**src/rtl/wb_serial_bridge.sv**
```systemverilog
// -----------------------------------------------------------------------------
// wb_serial_bridge
//
// Host debug/loader port: turns a UART byte stream into single Wishbone
// classic cycles and returns status/data bytes to a UART transmitter.
//
// Packets:
//   'W' (0x57) addr[31:0] data[31:0]  -> write, reply 0x06
//   'R' (0x52) addr[31:0]             -> read, reply 4 data bytes MSB first
//   anything else                     -> reply 0x15
//   Bus timeout (no ack)              -> reply 0x15
//
// Optional feature (macro WB_SERIAL_BRIDGE_AUTOINC_EN):
//   Address persists and advances by 4 after each acked cycle; adds
//   'w' (0x77) data[31:0] and 'r' (0x72) commands using the stored address.
//
// Ports:
//   clk_i       system clock
//   rst_i       asynchronous reset, active-low
//   wb_adr_o    Wishbone address (word aligned)
//   wb_dat_o    Wishbone write data
//   wb_dat_i    Wishbone read data
//   wb_sel_o    byte selects (all ones during a cycle)
//   wb_we_o     write enable
//   wb_cyc_o    cycle
//   wb_stb_o    strobe
//   wb_ack_i    acknowledge
//   rx_data_i   received byte
//   rx_valid_i  one-cycle strobe for rx_data_i
//   tx_data_o   byte to transmit
//   tx_valid_o  tx_data_o valid, held until accepted
//   tx_ready_i  transmitter accepts when tx_valid_o & tx_ready_i
//   overrun_o   one-cycle pulse when an rx byte is dropped
// -----------------------------------------------------------------------------
module wb_serial_bridge #(
    parameter int unsigned TIMEOUT     = 2000000,
    parameter int unsigned BUS_TIMEOUT = 255
) (
    input  logic        clk_i,
    input  logic        rst_i,
    output logic [31:0] wb_adr_o,
    output logic [31:0] wb_dat_o,
    input  logic [31:0] wb_dat_i,
    output logic [3:0]  wb_sel_o,
    output logic        wb_we_o,
    output logic        wb_cyc_o,
    output logic        wb_stb_o,
    input  logic        wb_ack_i,
    input  logic [7:0]  rx_data_i,
    input  logic        rx_valid_i,
    output logic [7:0]  tx_data_o,
    output logic        tx_valid_o,
    input  logic        tx_ready_i,
    output logic        overrun_o
);

    localparam logic [31:0] TMO_LIM = 32'(TIMEOUT);
    localparam logic [31:0] BTO_LIM = 32'(BUS_TIMEOUT);

    localparam logic [7:0] CMD_W = 8'h57;
    localparam logic [7:0] CMD_R = 8'h52;
    localparam logic [7:0] ACK_B = 8'h06;
    localparam logic [7:0] NAK_B = 8'h15;
`ifdef WB_SERIAL_BRIDGE_AUTOINC_EN
    localparam logic [7:0] CMD_WI = 8'h77;
    localparam logic [7:0] CMD_RI = 8'h72;
`endif

    typedef enum logic [2:0] {
        S_IDLE,
        S_ADDR,
        S_DATA,
        S_BUS,
        S_RESP
    } state_t;

    state_t      state_q, state_d;
    logic [1:0]  cnt_q, cnt_d;        // bytes already received in ADDR/DATA
    logic        is_wr_q, is_wr_d;
    logic [31:0] adr_q, adr_d;
    logic [31:0] wdat_q, wdat_d;
    logic [31:0] rdat_q, rdat_d;      // remaining read bytes, next one in [31:24]
    logic [1:0]  left_q, left_d;      // reply bytes still to send after current
    logic [7:0]  tx_data_q, tx_data_d;
    logic        tx_valid_q, tx_valid_d;
    logic [31:0] tmo_q, tmo_d;        // idle cycles since last accepted byte
    logic [31:0] bto_q, bto_d;        // cycles spent waiting for ack
    logic        ovr_q, ovr_d;

    always_ff @(posedge clk_i or negedge rst_i) begin
        if (!rst_i) begin
            state_q    <= S_IDLE;
            cnt_q      <= 2'd0;
            is_wr_q    <= 1'b0;
            adr_q      <= 32'd0;
            wdat_q     <= 32'd0;
            rdat_q     <= 32'd0;
            left_q     <= 2'd0;
            tx_data_q  <= 8'd0;
            tx_valid_q <= 1'b0;
            tmo_q      <= 32'd0;
            bto_q      <= 32'd0;
            ovr_q      <= 1'b0;
        end else begin
            state_q    <= state_d;
            cnt_q      <= cnt_d;
            is_wr_q    <= is_wr_d;
            adr_q      <= adr_d;
            wdat_q     <= wdat_d;
            rdat_q     <= rdat_d;
            left_q     <= left_d;
            tx_data_q  <= tx_data_d;
            tx_valid_q <= tx_valid_d;
            tmo_q      <= tmo_d;
            bto_q      <= bto_d;
            ovr_q      <= ovr_d;
        end
    end

    always_comb begin
        state_d    = state_q;
        cnt_d      = cnt_q;
        is_wr_d    = is_wr_q;
        adr_d      = adr_q;
        wdat_d     = wdat_q;
        rdat_d     = rdat_q;
        left_d     = left_q;
        tx_data_d  = tx_data_q;
        tx_valid_d = tx_valid_q;
        tmo_d      = tmo_q;
        bto_d      = bto_q;
        ovr_d      = 1'b0;

        case (state_q)
            S_IDLE: begin
                tmo_d = 32'd0;
                cnt_d = 2'd0;
                if (rx_valid_i) begin
                    case (rx_data_i)
                        CMD_W: begin
                            is_wr_d = 1'b1;
                            state_d = S_ADDR;
                        end
                        CMD_R: begin
                            is_wr_d = 1'b0;
                            state_d = S_ADDR;
                        end
`ifdef WB_SERIAL_BRIDGE_AUTOINC_EN
                        CMD_WI: begin
                            is_wr_d = 1'b1;
                            state_d = S_DATA;
                        end
                        CMD_RI: begin
                            is_wr_d = 1'b0;
                            bto_d   = 32'd0;
                            state_d = S_BUS;
                        end
`endif
                        default: begin
                            tx_data_d  = NAK_B;
                            tx_valid_d = 1'b1;
                            left_d     = 2'd0;
                            state_d    = S_RESP;
                        end
                    endcase
                end
            end

            S_ADDR, S_DATA: begin
                if (rx_valid_i) begin
                    tmo_d = 32'd0;
                    cnt_d = cnt_q + 2'd1;
                    if (state_q == S_ADDR) begin
                        adr_d = {adr_q[23:0], rx_data_i};
                    end else begin
                        wdat_d = {wdat_q[23:0], rx_data_i};
                    end
                    if (cnt_q == 2'd3) begin
                        if (state_q == S_ADDR && is_wr_q) begin
                            state_d = S_DATA;
                        end else begin
                            bto_d   = 32'd0;
                            state_d = S_BUS;
                        end
                    end
                end else if (TMO_LIM != 32'd0) begin
                    // Partial packet abandoned silently after TIMEOUT idle cycles.
                    if (tmo_q >= TMO_LIM - 32'd1) begin
                        tmo_d   = 32'd0;
                        cnt_d   = 2'd0;
                        state_d = S_IDLE;
                    end else begin
                        tmo_d = tmo_q + 32'd1;
                    end
                end
            end

            S_BUS: begin
                ovr_d = rx_valid_i;
                if (wb_ack_i) begin
                    tx_valid_d = 1'b1;
                    state_d    = S_RESP;
                    if (is_wr_q) begin
                        tx_data_d = ACK_B;
                        left_d    = 2'd0;
                    end else begin
                        tx_data_d = wb_dat_i[31:24];
                        rdat_d    = {wb_dat_i[23:0], 8'h00};
                        left_d    = 2'd3;
                    end
`ifdef WB_SERIAL_BRIDGE_AUTOINC_EN
                    adr_d = {adr_q[31:2] + 30'd1, 2'b00};
`endif
                end else if (BTO_LIM != 32'd0 && bto_q >= BTO_LIM - 32'd1) begin
                    tx_data_d  = NAK_B;
                    tx_valid_d = 1'b1;
                    left_d     = 2'd0;
                    state_d    = S_RESP;
                end else begin
                    bto_d = bto_q + 32'd1;
                end
            end

            S_RESP: begin
                ovr_d = rx_valid_i;
                if (tx_valid_q && tx_ready_i) begin
                    if (left_q != 2'd0) begin
                        tx_data_d = rdat_q[31:24];
                        rdat_d    = {rdat_q[23:0], 8'h00};
                        left_d    = left_q - 2'd1;
                    end else begin
                        tx_valid_d = 1'b0;
                        state_d    = S_IDLE;
                    end
                end
            end

            default: state_d = S_IDLE;
        endcase
    end

    // Bus strobes derive from the state register so an async reset drops
    // them immediately.
    assign wb_cyc_o   = (state_q == S_BUS);
    assign wb_stb_o   = wb_cyc_o;
    assign wb_we_o    = wb_cyc_o & is_wr_q;
    assign wb_sel_o   = wb_cyc_o ? 4'hF : 4'h0;
    assign wb_adr_o   = {adr_q[31:2], 2'b00};
    assign wb_dat_o   = wdat_q;
    assign tx_data_o  = tx_data_q;
    assign tx_valid_o = tx_valid_q;
    assign overrun_o  = ovr_q;

endmodule

```
**config.mk**
```make
export PLATFORM = sky130hd
export DESIGN_NAME = wb_serial_bridge
export DESIGN_NICKNAME = d
export VERILOG_FILES = /design/src/rtl/wb_serial_bridge.sv
export SDC_FILE = /design/constraint.sdc
export NUM_CORES = 1
export LEC_CHECK = 0
export CAP_MARGIN = 20
export CORE_MARGIN = 2
export CORE_UTILIZATION = 58
export CTS_CLUSTER_SIZE = 20
export DETAILED_ROUTE_END_ITERATION = 10
export PLACE_DENSITY = 0.89
export SYNTH_ARGS = -nofsm -noshare
export SYNTH_HDL_FRONTEND = slang
export SYNTH_SLANG_ARGS = --single-unit
```
**constraint.sdc**
```tcl
create_clock -name clk_i -period 6.7 [get_ports clk_i]
set_input_delay 1.005 -clock clk_i [delete_from_list [all_inputs] [get_ports clk_i]]
set_output_delay 1.005 -clock clk_i [all_outputs]
set_load 0.01 [all_outputs]
```
==> results of run 1 <==
[area by class of cell]
class                      instances  area [sq um]
clock inverter                    15         173.9
timing repair buffer             129          1297
multi-input combinational        442          2978
sequential                       170          4254
clock buffer                      17         425.4
tap                              176         220.2
inverter                          16         60.06
fill                             800          3676
[logic make-up after synthesis]
| logic type | count (synthesis) | share of synthesized area |
|---|---|---|
| DFF | 170 | 0.5533 |
| AOI/OAI and AO/OA | 102 | 0.09016 |
| adders and majority gates | 5 | 0.008137 |
| buffers and inverters | 85 | 0.06119 |
| muxes | 80 | 0.1162 |
| xor gates and xnor gates | 3 | 0.003418 |
| and+or+nand+nor | 250 | 0.1671 |
| other | 1 | 0.0004877 |
[flip-flops by register name, summed over array words and instances (netlist names)]
register / flops
adr_q: 32
left_q: 2
is_wr_q: 1
tx_data_o: 8
wb_dat_o: 32
tx_valid_o: 1
cnt_q: 2
state_q: 3
tmo_q: 32
rdat_q: 24
overrun_o: 1
bto_q: 32
[worst min path at each step]
stage,slack [ns],to,from
after floorplan,0.44,rdat_q[10],rdat_q[10]
after global placement,0.45,rdat_q[11],rdat_q[11]
after detailed placement,0.46,rdat_q[14],rdat_q[14]
after CTS,0.47,rdat_q[14],rdat_q[14]
after global routing,0.50,tmo_q[5],tmo_q[5]
final,0.47,rdat_q[14],rdat_q[14]
[stage by stage]
step | setup WS [ns] | power, uW | area (sq um) | hold slack [ns]
4_1_cts | 3.255 | 2781 | 9382 | 0.4741
5_1_grt | 2.953 | 2923 | 9409 | 0.4986
2_1_floorplan | 3.786 | 1576 | 7692 | 0.4386
3_5_place_dp | 2.822 | 1783 | 8782 | 0.4587
3_3_place_gp | 2.929 | 1741 | 8782 | 0.4489
6_report | 3.201 | 2799 | 9409 | 0.4743
[per-layer routing]
layer | vias to the layer above | share of wire | GRT usage
li1 | 2575 | - | -
met5 | - | 0 | 0
met4 | 0 | 0.023 | 0.1057
met1 | 2807 | 0.39 | 0.3109
met2 | 216 | 0.51 | 0.4260
met3 | 39 | 0.073 | 0.08669
[cells in the mapped netlist (14+ instances only)]
cell type  number
clkbuf_1       26
a21oi_1        16
nand3_1        28
nand2_1        82
nor2_1         29
inv_1          15
nor2b_1        14
o21ai_0        20
dfrtp_1       170
mux2_2         74
buf_4          37
and2_1         31
a31oi_1        27
[worst reg2reg max path: stages, from the launching register on]
cell and delay, ns:
dfrtp_1 0.58, and2_1 0.25, nand2b_1 0.23, inv_2 0.23, nand2_1 0.18, nor2_1 0.79
a21o_1 0.75, nor2_1 0.15, a31oi_1 0.21
[power by group through the flow]
stage	combinational (uW)	clock [uW]	sequential (uW)
floorplan	366	0	1210
global placement	523	0	1220
detailed placement	557	0	1230
CTS	565	1000	1210
global route	642	1060	1220
finish	589	995	1220
==> metrics, run 1 <==
DR WL/cell 18.03 microns; Rel. slew slack 0.3418; TritonRoute pass-1 iters 5; Clock Sinks 170; top cell type by total area after synthesis dfrtp_1; fin nets 826; Hold-fix buffers, CTS 0; total wire length 17400 microns; Die Ht 119.1 microns; gr usage total 0.2577; DR vias/cell 5.841; number of I/O pins 126; Clk network pwr share 0.356; routability cong. 0.8701; R2R setup slack 3.25 ns; register area share after synthesis 0.5533; ys flop type dfrtp_1; # setup viols final 0; PwrDens 297.5 nW/um^2; synth top area cells dfrtp_1 (55%), mux2_2 (11%), nand2_1 (4.0%); Yosys warnings 0; maximum vdd drop 0.2014 mV; clock tree buffer depth 2; die area 14190 sq um; setup bufs post-CTS 0; DP Cell Count 932; largest net degree at the start of global routing 108; CTS Root Cell clkbuf_16; final setup TNS 0 ns; layout cells sized above 1 0.1622; worst path cell trace clkdlybuf4s50_1 > nor2b_1 > or3b_2 > a21oi_1 > nand2_1 > o221ai_4 > mux2_2; Worst EP arrival 3.82 ns; CP top delay family simple AND/OR/NAND/NOR gates; synthesized flop and latch total 170; Tcrit/Tclk final 0.5223; Core ar. 13090 sq um; DRT antenna net count 0; worst-margin pin slew 0.9837 ns; H-tree Lvls 4; Detailed Route Iter0 Violations 455; average size of a mapped cell 11.05 sq um; HP Class flop to flop; status complete, no violations; Die X 119.1 microns; WHS Path Cells 2; most frequent cells in the layout dfrtp_1 (170), clkdlybuf4s50_1 (122), nand2_1 (82), mux2_2 (74), and2_1 (31); first-pass GRT wire length 29010 microns; post-layout util 0.7191; Area Overhead vs Synth 22.38%; highest cell delay on the worst timing path 0.68 ns; critical path depth 7; grt total ovfl 0; CP Capture Type flop; initial core utilization 0.5876; synthesized area 7689 sq um; NetSw 807.5 uW; DRC viols 0; maxcap violations 0; PostCTS Resize Cnt 0; max-slew violation count 0; Reg clk slew, reported paths 0.06 ns; Crit. Startpoint rx_valid_i; ANT cells 0; Finished Layout Cells 965; initial antenna violation count 0; RSZ-0062 raised after global routing false; worst path required time 7.02 ns; Synth async-reset ratio 1.000; most common cell after layout, fill and taps aside dfrtp_1; Final Hold Viols 0; vias in the first global route 5889; clock latency on the worst-skew pair 0.43 ns; Synth cell types 59; slowest cell on the critical path clkdlybuf4s50_1; TritonCTS buffer count 17; maximum clock frequency 285.8 MHz; Sequential Power Share 0.434; Core Rows 42; Startpoint Class input port; clk_skew 0.007493 ns; leakage power 0.004309 uW; Sw Ratio 0.2885; worst-path fanout max 15; worst r2r src state_q[1]; Final HPWL DP 11540 microns; depth of the worst register-to-register path 8; post-layout min period 3.499 ns; crit path kind input port to flop; Combinational Power Share 0.210; Bufs and invs on worst path 1; P_int 1991 uW; port buffer count 123; Critical Path End left_q[1]; EDFF count, synth 0; CTS tree yes; post-synthesis cell count 696; vias post-DR 5637; Synth top area share 0.5533; Reg-to-Reg End rdat_q[17]
Note: power is estimated with default switching activity, not from simulation.
==> inputs of run 2 (changes only) <==
--- a/config.mk
+++ b/config.mk
@@ -7,10 +7,10 @@
 export LEC_CHECK = 0
 export CAP_MARGIN = 20
 export CORE_MARGIN = 2
-export CORE_UTILIZATION = 58
+export CORE_UTILIZATION = 48
 export CTS_CLUSTER_SIZE = 20
 export DETAILED_ROUTE_END_ITERATION = 10
-export PLACE_DENSITY = 0.89
+export PLACE_DENSITY = 0.79
 export SYNTH_ARGS = -nofsm -noshare
 export SYNTH_HDL_FRONTEND = slang
 export SYNTH_SLANG_ARGS = --single-unit
==> constraint.sdc (replaced) <==
create_clock -name clk_i -period 2.9 [get_ports clk_i]
set_input_delay 0.435 -clock clk_i [delete_from_list [all_inputs] [get_ports clk_i]]
set_output_delay 0.435 -clock clk_i [all_outputs]
set_load 0.01 [all_outputs]
==> metrics, run 2 (synthesis results as in run 1) <==
max-slew violation count 0; number of I/O pins 126; maximum clock frequency 391.6 MHz; area of the multi-input gates 2978 sq um; Die X 130.6 microns; Rel. slew slack 0.5017; vias post-DR 5436; worst path required time 2.47 ns; Final Hold Viols 0; initial core utilization 0.4875; gr usage total 0.1970; post-route cell area 9615 sq um; Combinational Power Share 0.211; die area 17050 sq um; HP Class input port to asynchronous set/reset pin; RSZ-0062 raised after global routing false; post-layout min period 2.554 ns; most common cell after layout, fill and taps aside dfrtp_1; Hold-fix buffers, CTS 0; DR vias/cell 5.319; clk_skew 0.007713 ns; final setup TNS 0 ns; Final HPWL DP 10720 microns; Core Rows 46; most frequent cells in the layout dfrtp_1 (170), clkdlybuf4s50_1 (122), nand2_1 (82), mux2_2 (74), and2_1 (31); Clk network pwr share 0.365; port buffer count 123; placed cell area 8992 sq um; TritonCTS buffer count 17; crit path kind flop to output pin; Fill cells 1294; vias in the first global route 5398; routability cong. 0.7859; Seq. cell area 4254 sq um; depth of the worst register-to-register path 6; Reg clk slew, reported paths 0.07 ns; CTS tree yes; Detailed Route Iter0 Violations 383; Startpoint Class flop; setup bufs post-CTS 0; PwrDens 680.0 nW/um^2; leakage power 0.004413 uW; initial antenna violation count 0; Sw Ratio 0.2795; ANT cells 0; Clock Sinks 170; Core ar. 15770 sq um; Sequential Power Share 0.424; DR WL/cell 15.66 microns; status complete, no violations; CTS Root Cell clkbuf_16; first-pass GRT wire length 26670 microns; Area Overhead vs Synth 25.06%; # setup viols final 0; H-tree Lvls 4; TritonRoute pass-1 iters 5; NetSw 1828 uW; PostCTS Resize Cnt 0; clock latency on the worst-skew pair 0.42 ns; maximum vdd drop 0.4633 mV; total wire length 16010 microns; DRC viols 0; grt total ovfl 0; clock tree buffer depth 2; largest net degree at the start of global routing 80; Tcrit/Tclk final 0.8807; fin nets 843; maxcap violations 0; worst-margin pin slew 0.7475 ns; Die Ht 130.6 microns; Worst EP arrival 2.12 ns; DRT antenna net count 0; CP Capture Type output pin; worst-path fanout max 13; layout cells sized above 1 0.1787; P_int 4711 uW
run 2: layout make-up:
class / count / share of cell area
Timing Repair Buffer: 146 / 0.1487
Tap cell: 216 / 0.02811
Multi-Input combinational cell: 442 / 0.3097
Clock buffer: 18 / 0.04463
Clock inverter: 14 / 0.02017
Sequential cell: 170 / 0.4424
Inverter: 16 / 0.006246
run 2: per-layer routing:
layer  vias to the layer above  part of all wire  global-route usage
met5                         -                 0                   0
met4                         0             0.010             0.06008
met3                        15             0.046             0.05782
met2                       101              0.49              0.3116
met1                      2705              0.45              0.2655
li1                       2615                 -                   -
run 2: power groups by stage:
stage	clock, uW	combinational [uW]	sequential, uW
final	2390	1380	2770
after global routing	2530	1520	2800
after CTS	2420	1390	2770
after detailed placement	0	1370	2800
after global placement	0	1330	2800
after floorplan	0	845	2800
run 2: worst max-delay path, cell delays in order (launching register included):
cell	delay [ns]
dfrtp_1	0.34
buf_4	0.18
and2_1	0.22
nand2b_1	0.12
inv_2	0.15
and2_1	0.15
clkdlybuf4s50_1	0.53
run 2: metrics by stage:
step | utilization | worst slack [ns] | power (uW) | std cells | hold slack, ns
finish | 0.6097 | 0.3461 | 6539 | 1022 | 0.06076
global route | 0.6097 | 0.2209 | 6849 | 1022 | 0.1153
CTS | 0.6097 | 0.3278 | 6580 | 1022 | 0.08464
detailed placement | 0.5702 | 0.1331 | 4171 | 990 | 0.4561
global placement | 0.5702 | 0.1574 | 4127 | 990 | 0.4490
floorplan | - | 0.5556 | 3642 | 697 | 0.1394
run 2: path summary, 6_finish.rpt:
kind	startpoint	slack, ns	end
max	state_q[1]	0.35	wb_we_o
min	rst_i	0.06	rdat_q[14]
max reg2reg	tmo_q[29]	0.36	state_q[0]
min reg2reg	rdat_q[11]	0.47	rdat_q[11]
max in group asynchronous	rst_i	2.13	bto_q[29]
min in group clk_i	rdat_q[11]	0.47	rdat_q[11]
==> inputs of run 3 (changes only) <==
--- a/config.mk
+++ b/config.mk
@@ -6,6 +6,7 @@
 export NUM_CORES = 1
 export LEC_CHECK = 0
 export CAP_MARGIN = 20
+export CORE_ASPECT_RATIO = 1.2
 export CORE_MARGIN = 2
 export CORE_UTILIZATION = 48
 export CTS_CLUSTER_SIZE = 20
==> metrics, run 3 (synthesis results as in run 1) <==
Clock Sinks 170; HP Class flop to flop; Area Overhead vs Synth 24.69%; Reg-to-Reg End state_q[0]; NetSw 1794 uW; initial antenna violation count 0; critical path depth 5; port buffer count 123; max-slew violation count 0; Bufs and invs on worst path 2; CTS Root Cell clkbuf_16; Tcrit/Tclk final 0.9623; R2R setup slack 0.34 ns; Core Rows 50; routability cong. 0.8481; PwrDens 681.5 nW/um^2; clk_skew 0.006303 ns; vias in the first global route 5710; DR vias/cell 5.545; Rel. slew slack 0.5384; TritonCTS buffer count 17; Die X 119.5 microns; worst path cell trace and2_1 > nand2b_1 > inv_4 > and2_1 > clkdlybuf4s50_1; status complete, no violations; first-pass GRT wire length 28120 microns; final setup TNS 0 ns; initial core utilization 0.4916; highest cell delay on the worst timing path 0.57 ns; CP Capture Type output pin; Core ar. 15640 sq um; worst r2r src tmo_q[29]; total wire length 16800 microns; Die Ht 142.6 microns; ANT cells 0; Reg clk slew, reported paths 0.06 ns; Sw Ratio 0.2746; post-layout min period 2.791 ns; worst-path fanout max 13; Sequential Power Share 0.429; leakage power 0.004396 uW; Final Hold Viols 0; grt total ovfl 0; depth of the worst register-to-register path 6; Detailed Route Iter0 Violations 367; number of I/O pins 126; most frequent cells in the layout dfrtp_1 (168), clkdlybuf4s50_1 (122), nand2_1 (82), mux2_2 (74), and2_1 (31); hold slack final 0.4693 ns; Combinational Power Share 0.205; DR WL/cell 16.63 microns; worst-margin pin slew 0.6831 ns; die area 17050 sq um; crit path kind flop to output pin; H-tree Lvls 4; RSZ-0062 raised after global routing false; maximum vdd drop 0.3874 mV; CTS tree yes; clock tree buffer depth 2; Clk network pwr share 0.366; fin nets 841; DRT antenna net count 0; largest net degree at the start of global routing 62; DP Worst Slack 0.03743 ns; TritonRoute pass-1 iters 4; maxcap violations 0; Fill cells 1252; PnR worst setup slack 0.1093 ns; layout cells sized above 1 0.1758; clock latency on the worst-skew pair 0.43 ns; most used cell, CP and2_1; worst path required time 2.47 ns; maximum clock frequency 358.3 MHz; Worst EP arrival 2.36 ns; slowest cell on the critical path clkdlybuf4s50_1; DRC viols 0; Crit. Startpoint state_q[0]; P_int 4740 uW; most common cell after layout, fill and taps aside dfrtp_1; # setup viols final 0; Final HPWL DP 11760 microns; gr usage total 0.2059; Startpoint Class flop; vias post-DR 5600; CP top delay family buffers and inverters; setup bufs post-CTS 0; Critical Path End wb_we_o
## run 3: area by class of cell
class	instances	area (sq um)	area share
tap	208	260.3	0.02715
sequential	170	4257	0.4440
timing repair buffer	144	1405	0.1466
clock buffer	20	456.7	0.04764
multi-input combinational	442	2978	0.3106
clock inverter	10	167.7	0.01749
inverter	16	62.56	0.006526
## run 3: per-layer routing
layer,routed length (microns),track usage,vias to the layer above
li1,-,-,2587
met1,6947,0.2578,2825
met2,8596,0.3380,146
met3,682,0.04912,42
met4,569,0.09783,0
met5,0,0,-
## run 3: worst min path at each step
stage	cells after the start	to	startpoint	slack [ns]
finish	2	rdat_q[12]	rdat_q[12]	0.47
global route	1	bto_q[19]	bto_q[19]	0.50
CTS	2	rdat_q[12]	rdat_q[12]	0.47
detailed placement	1	adr_q[28]	rst_i	0.45
global placement	1	adr_q[28]	rst_i	0.44
floorplan	0	adr_q[0]	rst_i	0.14
## run 3: power by group through the flow
stage          Combinational (uW)  Clock [uW]  Sequential [uW]
6_report                     1340        2390             2800
5_1_grt                      1480        2530             2830
3_5_place_dp                 1340           0             2830
3_3_place_gp                 1280           0             2820
4_1_cts                      1350        2440             2790
2_1_floorplan                 845           0             2800
## run 3: what timing repair did
| action | 4_1_cts | 5_1_grt |
|---|---|---|
| setup endpoints to repair | 0 | 1 |
| resized for setup | 0 | 3 |
| hold endpoints to repair | 57 | 0 |
| hold buffers | 1 | 0 |
## run 3: worst min-delay path, cell delays in order, from the launching register on
cell     delay, ns
dfrtp_1       0.34
nand2_1       0.05
nand2_1       0.05
## run 3: metrics by stage
| step | utilization | std cells | total power, uW | cell area, sq um |
|---|---|---|---|---|
| 6_report | 0.6130 | 1010 | 6534 | 9587 |
| 5_1_grt | 0.6130 | 1010 | 6835 | 9587 |
| 4_1_cts | 0.6126 | 1010 | 6583 | 9582 |
| 3_5_place_dp | 0.5721 | 979 | 4173 | 8947 |
| 3_3_place_gp | 0.5721 | 979 | 4094 | 8947 |
| 2_1_floorplan | - | 697 | 3642 | 7692 |
